## src/rtl/cond_unit_if.sv

```systemverilog
// Bundle between the multicycle main FSM and the conditional-execution stage.
// The master side is the FSM/datapath; the slave side is cond_unit.
interface cond_unit_if #(
    parameter int CNT_W = 32
);
    logic [3:0]       Cond;
    logic [3:0]       ALUFlags;
    logic [1:0]       FlagW;
    logic             PCS;
    logic             NextPC;
    logic             RegW;
    logic             MemW;
    logic             IRWrite;
    logic             cnt_clr;
    logic [3:0]       Flags;
    logic             PCWrite;
    logic             RegWrite;
    logic             MemWrite;
    logic [CNT_W-1:0] exec_cnt;
    logic [CNT_W-1:0] squash_cnt;

    modport master (
        output Cond, ALUFlags, FlagW, PCS, NextPC, RegW, MemW, IRWrite, cnt_clr,
        input  Flags, PCWrite, RegWrite, MemWrite, exec_cnt, squash_cnt
    );

    modport slave (
        input  Cond, ALUFlags, FlagW, PCS, NextPC, RegW, MemW, IRWrite, cnt_clr,
        output Flags, PCWrite, RegWrite, MemWrite, exec_cnt, squash_cnt
    );
endinterface

```

## src/rtl/cond_unit.sv

```systemverilog
// Conditional-execution stage: evaluates Cond against stored NZCV, gates the FSM's
// raw write strobes, owns the flag register and the retired/squashed counters.
module cond_unit #(
    parameter int CNT_W = 32
) (
    input  logic      clk,
    input  logic      reset,
    cond_unit_if.slave bus
);
    localparam logic [CNT_W-1:0] CNT_ONE = {{(CNT_W-1){1'b0}}, 1'b1};
    localparam logic [CNT_W-1:0] CNT_MAX = {CNT_W{1'b1}};

    logic [3:0]       r_flags;
    logic             r_cond_pass;
    logic             r_ir_new;
    logic             r_instr_valid;
    logic [CNT_W-1:0] r_exec_cnt;
    logic [CNT_W-1:0] r_squash_cnt;
    logic             w_cond_ok;
    logic             w_n, w_z, w_c, w_v;

    assign {w_n, w_z, w_c, w_v} = r_flags;

    always_comb begin
        w_cond_ok = 1'b0;
        case (bus.Cond)
            4'b0000: w_cond_ok = w_z;
            4'b0001: w_cond_ok = ~w_z;
            4'b0010: w_cond_ok = w_c;
            4'b0011: w_cond_ok = ~w_c;
            4'b0100: w_cond_ok = w_n;
            4'b0101: w_cond_ok = ~w_n;
            4'b0110: w_cond_ok = w_v;
            4'b0111: w_cond_ok = ~w_v;
            4'b1000: w_cond_ok = w_c & ~w_z;
            4'b1001: w_cond_ok = ~w_c | w_z;
            4'b1010: w_cond_ok = (w_n == w_v);
            4'b1011: w_cond_ok = (w_n != w_v);
            4'b1100: w_cond_ok = ~w_z & (w_n == w_v);
            4'b1101: w_cond_ok = w_z | (w_n != w_v);
            4'b1110: w_cond_ok = 1'b1;
            default: w_cond_ok = 1'b0;
        endcase
    end

    always_ff @(posedge clk or posedge reset) begin
        if (reset) begin
            r_flags       <= 4'b0000;
            r_cond_pass   <= 1'b0;
            r_ir_new      <= 1'b0;
            r_instr_valid <= 1'b0;
            r_exec_cnt    <= '0;
            r_squash_cnt  <= '0;
        end else begin
            r_ir_new <= bus.IRWrite;
            // Latch only in the decode cycle so the instruction's own flag write
            // cannot change whether it executes.
            if (r_ir_new)
                r_cond_pass <= w_cond_ok;
            if (bus.FlagW[1] && r_cond_pass)
                r_flags[3:2] <= bus.ALUFlags[3:2];
            if (bus.FlagW[0] && r_cond_pass)
                r_flags[1:0] <= bus.ALUFlags[1:0];
            if (bus.IRWrite)
                r_instr_valid <= 1'b1;
            // A fetch retires the previous instruction; clear takes priority.
            if (bus.cnt_clr) begin
                r_exec_cnt   <= '0;
                r_squash_cnt <= '0;
            end else if (bus.IRWrite && r_instr_valid) begin
                if (r_cond_pass) begin
                    if (r_exec_cnt != CNT_MAX)
                        r_exec_cnt <= r_exec_cnt + CNT_ONE;
                end else begin
                    if (r_squash_cnt != CNT_MAX)
                        r_squash_cnt <= r_squash_cnt + CNT_ONE;
                end
            end
        end
    end

    assign bus.Flags      = r_flags;
    assign bus.PCWrite    = bus.NextPC | (bus.PCS & r_cond_pass);
    assign bus.RegWrite   = bus.RegW & r_cond_pass;
    assign bus.MemWrite   = bus.MemW & r_cond_pass;
    assign bus.exec_cnt   = r_exec_cnt;
    assign bus.squash_cnt = r_squash_cnt;
endmodule

```

## src/flat_wrapper.sv

```systemverilog
// flat-port wrapper written by rule: the top's interface ports become plain ports
module cond_unit_flat 
#(
    parameter int CNT_W = 32
)
  (clk, reset, bus_Cond, bus_ALUFlags, bus_FlagW, bus_PCS, bus_NextPC, bus_RegW, bus_MemW, bus_IRWrite, bus_cnt_clr, bus_Flags, bus_PCWrite, bus_RegWrite, bus_MemWrite, bus_exec_cnt, bus_squash_cnt);
  cond_unit_if #(.CNT_W(CNT_W)) bus_i ();
  input  logic clk;
  input  logic reset;
  input wire logic [$bits(bus_i.Cond)-1:0] bus_Cond;
  input wire logic [$bits(bus_i.ALUFlags)-1:0] bus_ALUFlags;
  input wire logic [$bits(bus_i.FlagW)-1:0] bus_FlagW;
  input wire logic [$bits(bus_i.PCS)-1:0] bus_PCS;
  input wire logic [$bits(bus_i.NextPC)-1:0] bus_NextPC;
  input wire logic [$bits(bus_i.RegW)-1:0] bus_RegW;
  input wire logic [$bits(bus_i.MemW)-1:0] bus_MemW;
  input wire logic [$bits(bus_i.IRWrite)-1:0] bus_IRWrite;
  input wire logic [$bits(bus_i.cnt_clr)-1:0] bus_cnt_clr;
  output wire logic [$bits(bus_i.Flags)-1:0] bus_Flags;
  output wire logic [$bits(bus_i.PCWrite)-1:0] bus_PCWrite;
  output wire logic [$bits(bus_i.RegWrite)-1:0] bus_RegWrite;
  output wire logic [$bits(bus_i.MemWrite)-1:0] bus_MemWrite;
  output wire logic [$bits(bus_i.exec_cnt)-1:0] bus_exec_cnt;
  output wire logic [$bits(bus_i.squash_cnt)-1:0] bus_squash_cnt;
  assign bus_i.Cond = bus_Cond;
  assign bus_i.ALUFlags = bus_ALUFlags;
  assign bus_i.FlagW = bus_FlagW;
  assign bus_i.PCS = bus_PCS;
  assign bus_i.NextPC = bus_NextPC;
  assign bus_i.RegW = bus_RegW;
  assign bus_i.MemW = bus_MemW;
  assign bus_i.IRWrite = bus_IRWrite;
  assign bus_i.cnt_clr = bus_cnt_clr;
  assign bus_Flags = bus_i.Flags;
  assign bus_PCWrite = bus_i.PCWrite;
  assign bus_RegWrite = bus_i.RegWrite;
  assign bus_MemWrite = bus_i.MemWrite;
  assign bus_exec_cnt = bus_i.exec_cnt;
  assign bus_squash_cnt = bus_i.squash_cnt;
  cond_unit #(.CNT_W(CNT_W)) u_core (.clk(clk), .reset(reset), .bus(bus_i));
endmodule
```

## config.mk

```make
export PLATFORM = sky130hd
export DESIGN_NAME = cond_unit_flat
export DESIGN_NICKNAME = d
export VERILOG_FILES = /design/src/rtl/cond_unit_if.sv /design/src/rtl/cond_unit.sv /design/src/flat_wrapper.sv
export SDC_FILE = /design/constraint.sdc
export NUM_CORES = 1
export LEC_CHECK = 0
export BUFFER_PORTS_ARGS = -buffer_cell sky130_fd_sc_hd__buf_2
export CAP_MARGIN = 20
export CORE_MARGIN = 1.5
export CORE_UTILIZATION = 59
export DETAILED_ROUTE_END_ITERATION = 7
export PLACE_DENSITY_LB_ADDON = 0.25
export SYNTH_ARGS = -nofsm -noshare
export SYNTH_HDL_FRONTEND = slang
export SYNTH_SLANG_ARGS = --single-unit
export TNS_END_PERCENT = 100
```

## constraint.sdc

```tcl
create_clock -name clk -period 3.6 [get_ports clk]
set_clock_uncertainty 0.05 [all_clocks]
set_input_delay 0.9 -clock clk [delete_from_list [all_inputs] [get_ports clk]]
set_output_delay 0.9 -clock clk [all_outputs]
set_load 0.01 [all_outputs]
```

# Yosys cells after proc, flatten, opt, wreduce, memory -nomap -nowiden

Index checks and enable logic that the tools add are counted.

Div/mod/pow operators: 0
Muxes and demuxes: 9
Equality and inequality tests: 19
Shift operators: 0
Magnitude comparators: 0
Multipliers: 0
$add $sub $neg: 2
Reduce and logical (&&, ||, !) cells: 10
Bitwise logic cells: 12

Operators with widths:

| operator                | count |
|---|---|
| $mux W32                | 8 |
| $add A32 B1 Y32 const B | 2 |
| $ne A32 B32 Y1 const B  | 2 |
| $eq A4 B4 Y1 const B    | 7 |
| $eq A4 B3 Y1 const B    | 4 |
| $pmux W1 S15            | 1 |
| $eq A4 B2 Y1 const B    | 2 |
| $reduce_bool A2 Y1      | 4 |
| $reduce_and A3 Y1       | 2 |
| $and A1 B1 Y1           | 5 |
| $eq A4 B1 Y1 const B    | 1 |
| $logic_not A4 Y1        | 1 |
| $not A1 Y1              | 4 |
| $logic_and A1 B1 Y1     | 3 |
| $or A1 B1 Y1            | 3 |
| $ne A2 B2 Y1 const B    | 1 |
| $eq A1 B1 Y1            | 1 |
| $ne A1 B1 Y1            | 1 |

RAM bits: 0
Bits of input ports: 18
Memory bits (read-only): 0
Register bits: 71
Logic and storage cells: 59
Output and inout bits: 71
Latch bits: 0
Memories kept: 0

# Logic depth before layout (Yosys ltp)

Depth after elaboration: 5
Gate-level depth with buffers: 8
Depth with buffers taken out: 6

# Worst setup path before layout

No wires, ideal clock.

Path kind: input to register
Start: input port bus_IRWrite
End: register u_core.r_squash_cnt[30], in the netlist u_core.bus.squash_cnt[30]
Arrival time: 2.289 ns
Setup slack: 1.182 ns
Library setup time: 0.078 ns
Stages: 6
Path buffers: 1
Required time: 3.472 ns
Cell sequence: and3b_2 nand4_4 or4_1 buf_2 or3_1 a21oi_1

Longest elaborated chain between the ends: 3

Ends and longest elaborated chain:

| item                                | RTL line           | source |
|---|---|---|
| from (decl)                         | flat_wrapper.sv:17 | `input wire logic [$bits(bus_i.IRWrite)-1:0] bus_IRWrite;` |
| $logic_and A1 B1 Y1                 | cond_unit.sv:70    | `end else if (bus.IRWrite && r_instr_valid) begin` |
| $reduce_bool A2 Y1 (no source line) | --                 |  |
| $reduce_and A3 Y1 (no source line)  | --                 |  |
| to (signal assigned)                | cond_unit.sv:76    | `r_squash_cnt <= r_squash_cnt + CNT_ONE;` |
| to (decl)                           | cond_unit.sv:18    | `logic [CNT_W-1:0] r_squash_cnt;` |

No other way between the ends.
A chain may end at the register's enable or synchronous reset.

# Worst setup path in the final report

Start: register u_core.r_squash_cnt[25], in the netlist u_core.bus.squash_cnt[25]
End: register u_core.r_squash_cnt[1], in the netlist u_core.bus.squash_cnt[1]

Longest elaborated chain between the ends: 3

Ends and longest elaborated chain:

| item                                | RTL line        | source |
|---|---|---|
| $ne A32 B32 Y1                      | cond_unit.sv:75 | `if (r_squash_cnt != CNT_MAX)` |
| $reduce_bool A2 Y1 (no source line) | --              |  |
| $reduce_and A3 Y1 (no source line)  | --              |  |

No other way between the ends.

==> key figures <==
STA
  – Fin. Hold Viols: 0
  – Hold Worst Slack: 456 ps
  – Final Cycle Share: 70.9%
  – Slew @ Worst Pin: 904 ps
  – TNS Setup: 0 ps
  – Endpoints failing setup: 0
  – Slew Viols, Final: 0
  – Worst setup margin: 1050 ps
  – Relative slew slack: 39.5%
  – RSZ-0062 raised after global routing: false
  – Maximum clock rate: 0.392 GHz
  – Final min period: 2550 ps

Cells and area
  – Nets: 534
  – Layout cells sized above 1: 26.4%
  – Non-Filler Instances: 596
  – Area grow syn2layout: 15.7%
  – Antenna diode count: 0

Clock tree
  – Post-CTS sizing: 0
  – # hold bufs at CTS: 0
  – Post-CTS setup buffers: 0
  – Max clock buf depth: 2
  – CTS Root Cell: clkbuf_8
  – Worst skew pair latency: 340 ps
  – TritonCTS buffer count: 9
  – CTS sink count: 71
  – TritonCTS clock tree: done
  – Clk slew on worst S/H paths: 70 ps
  – H-tree depth: 3

Placed design
  – Worst slack at placement: 878 ps
  – Inst Count DP: 580
  – GPL Wtd Cong: 0.841
  – Final HPWL DP: 6990 um
  – Port-buffer cells: 88

Logic synthesis
  – Syn_nets: 451
  – Post-synth EDFFs: 0
  – Post-synth cell types: 54
  – Yosys warns: 0
  – Area contributors post-synth: dfrtp_1, a21oi_1, o31ai_1
  – Mapped Cells: 431
  – Async S/R FF share, synth: 100%
  – Synthesized area per cell: 9.36 sq um
  – Post-synth top flop: dfrtp_1
  – Yosys reg bits: 71
  – Sequential area share after synthesis: 44.1%
  – Largest area contributor in the netlist: dfrtp_1
  – Share of the synthesized area in the top cell type: 44.1%
  – Cell area after synthesis: 4030 sq um

Hold path
  – Type of the worst min-delay path: flop to flop
  – Hold path depth: 1

Routing
  – # DRC: 0
  – Router iterations before antenna repair: 5
  – Vias per cell: 6.52
  – Routed length per instance: 16.5 um
  – Max Used Layer: met4
  – DR iter-0 viols: 320
  – Routed via count: 3886
  – Wl on met1: 4310 um
  – Met3 WL: 545 um
  – Final ANT Viol Nets: 0
  – Metal2 WL: 4870 um
  – Wire length after detailed routing: 9850 um

Run
  – # Max-Cap Violations: 0

Global route
  – Global-route usage over all layers: 26.9%
  – First-pass GRT wire length: 15900 um
  – Global route overflow: 0
  – Vias in the first global route: 3564
  – Initial antenna violation count: 0
  – Pin count of the biggest net entering global routing: 42

Worst setup path
  – CP startpoint kind: flop
  – CP Max Fanout: 25
  – CP required: 3750 ps
  – Flop2flop setup slack: 1050 ps
  – Crit path DAT: 2700 ps
  – Reg2reg path depth: 6
  – Crit end category: flop
  – WS Path Type: flop to flop

Power and ir drop
  – Leak pwr: 0.00200 uW
  – Maximum vdd drop: 283 uV
  – Total power: 1610 uW
  – Cell Pwr Density: 345 nW/um^2

Status
  – Status: complete, no violations

Floorplan
  – Io pins: 89
  – Area of the die: 7340 sq um
  – Number of core rows: 29
  – Die W: 85.7 um
  – Die height: 85.7 um
  – Starting Density: 62.4%
  – Core Region: 6460 sq um
power by group:
part	internal, uW	switching (uW)	leakage [uW]
combinational	73.0	109	0.000938
sequential	818	30.6	0.000971
clock	286	294	0.0000894
total	1180	434	0.00200
cell usage in the layout (no fill, tap or decap), drive strengths merged, types with 2 or more instances in the layout:
master and n:
o41ai 2, xnor2 5, and2 6, o31ai 27, nand3 26, nor3b 2
dfrtp 71, nand4 16, xor2 4, clkinv 2, mux2 6, a211oi 2
nor3 6, a21oi 59, and4 12, a311oi 2, or4 27, mux2i 2
nand2 26, or3 27, and3 7, nand3b 3, clkbuf 13, o21ai 28
inv 10, or2 2, nor2 20, buf 94, ha 2
flip-flops by register name (all words and copies together) (netlist names):
signal                 flops
u_core.bus.Flags           4
u_core.bus.exec_cnt       32
u_core.bus.squash_cnt     32
u_core.r_cond_pass         1
u_core.r_instr_valid       1
u_core.r_ir_new            1
kinds of logic after synthesis:
group	after synthesis	synth area share, %
compound gates	124	18.7
xor+xnor	9	1.95
fa+ha+maj	2	0.620
buf+inv	32	4.03
flops	71	44.1
mux	8	2.17
simple gates	185	28.5
critical path: stages, from the launching register on:
cell and delay (ps):
dfrtp_1 440, nand4_2 180, or4_4 600, o31ai_4 510, buf_4 360, mux2i_1 210
nor2_1 50
routing by layer:
metal | up-vias | track usage [%]
li1 | 1813 | -
met1 | 1910 | 34.9
met2 | 148 | 45.0
met3 | 15 | 4.14
met4 | 0 | 11.6
met5 | - | 0
stage by stage:
stage | instance area [sq um] | util, %
6_report | 4670 | 72.2
3_3_place_gp | 4490 | 69.5
3_5_place_dp | 4490 | 69.5
4_1_cts | 4670 | 72.2
2_1_floorplan | 4030 | -
5_1_grt | 4670 | 72.2
cell usage after synthesis, drive strengths merged (5+ instances only):
library cell   n
buf           11
and3           7
inv           10
a21oi         59
nor3           6
nand4         16
and2           6
nand3         26
clkbuf        10
or3           27
dfrtp         71
o31ai         27
nand2         26
xnor2          5
o21ai         28
or4           27
nor2          20
mux2           6
and4          12
worst paths after layout:
path | from | end
max | u_core.bus.squash_cnt[25]$_DFFE_PP0P_ | u_core.bus.squash_cnt[1]$_DFFE_PP0P_
min | u_core.bus.exec_cnt[18]$_DFFE_PP0P_ | u_core.bus.exec_cnt[18]$_DFFE_PP0P_
max reg2reg | u_core.bus.squash_cnt[25]$_DFFE_PP0P_ | u_core.bus.squash_cnt[1]$_DFFE_PP0P_
min reg2reg | u_core.bus.exec_cnt[18]$_DFFE_PP0P_ | u_core.bus.exec_cnt[18]$_DFFE_PP0P_
max in group asynchronous | reset | u_core.bus.exec_cnt[9]$_DFFE_PP0P_
min in group asynchronous | reset | u_core.bus.squash_cnt[1]$_DFFE_PP0P_
cell type report:
type                    count  area (sq um)
well taps                  77          96.3
multi-input cells         328          2090
repair buffers             94           485
clock buffers              13           159
fillers                   512          1790
inverters                  10          37.5
flip-flops and latches     71          1780
clock inverters             3          17.5
Note: power is estimated with default switching activity, not from simulation.
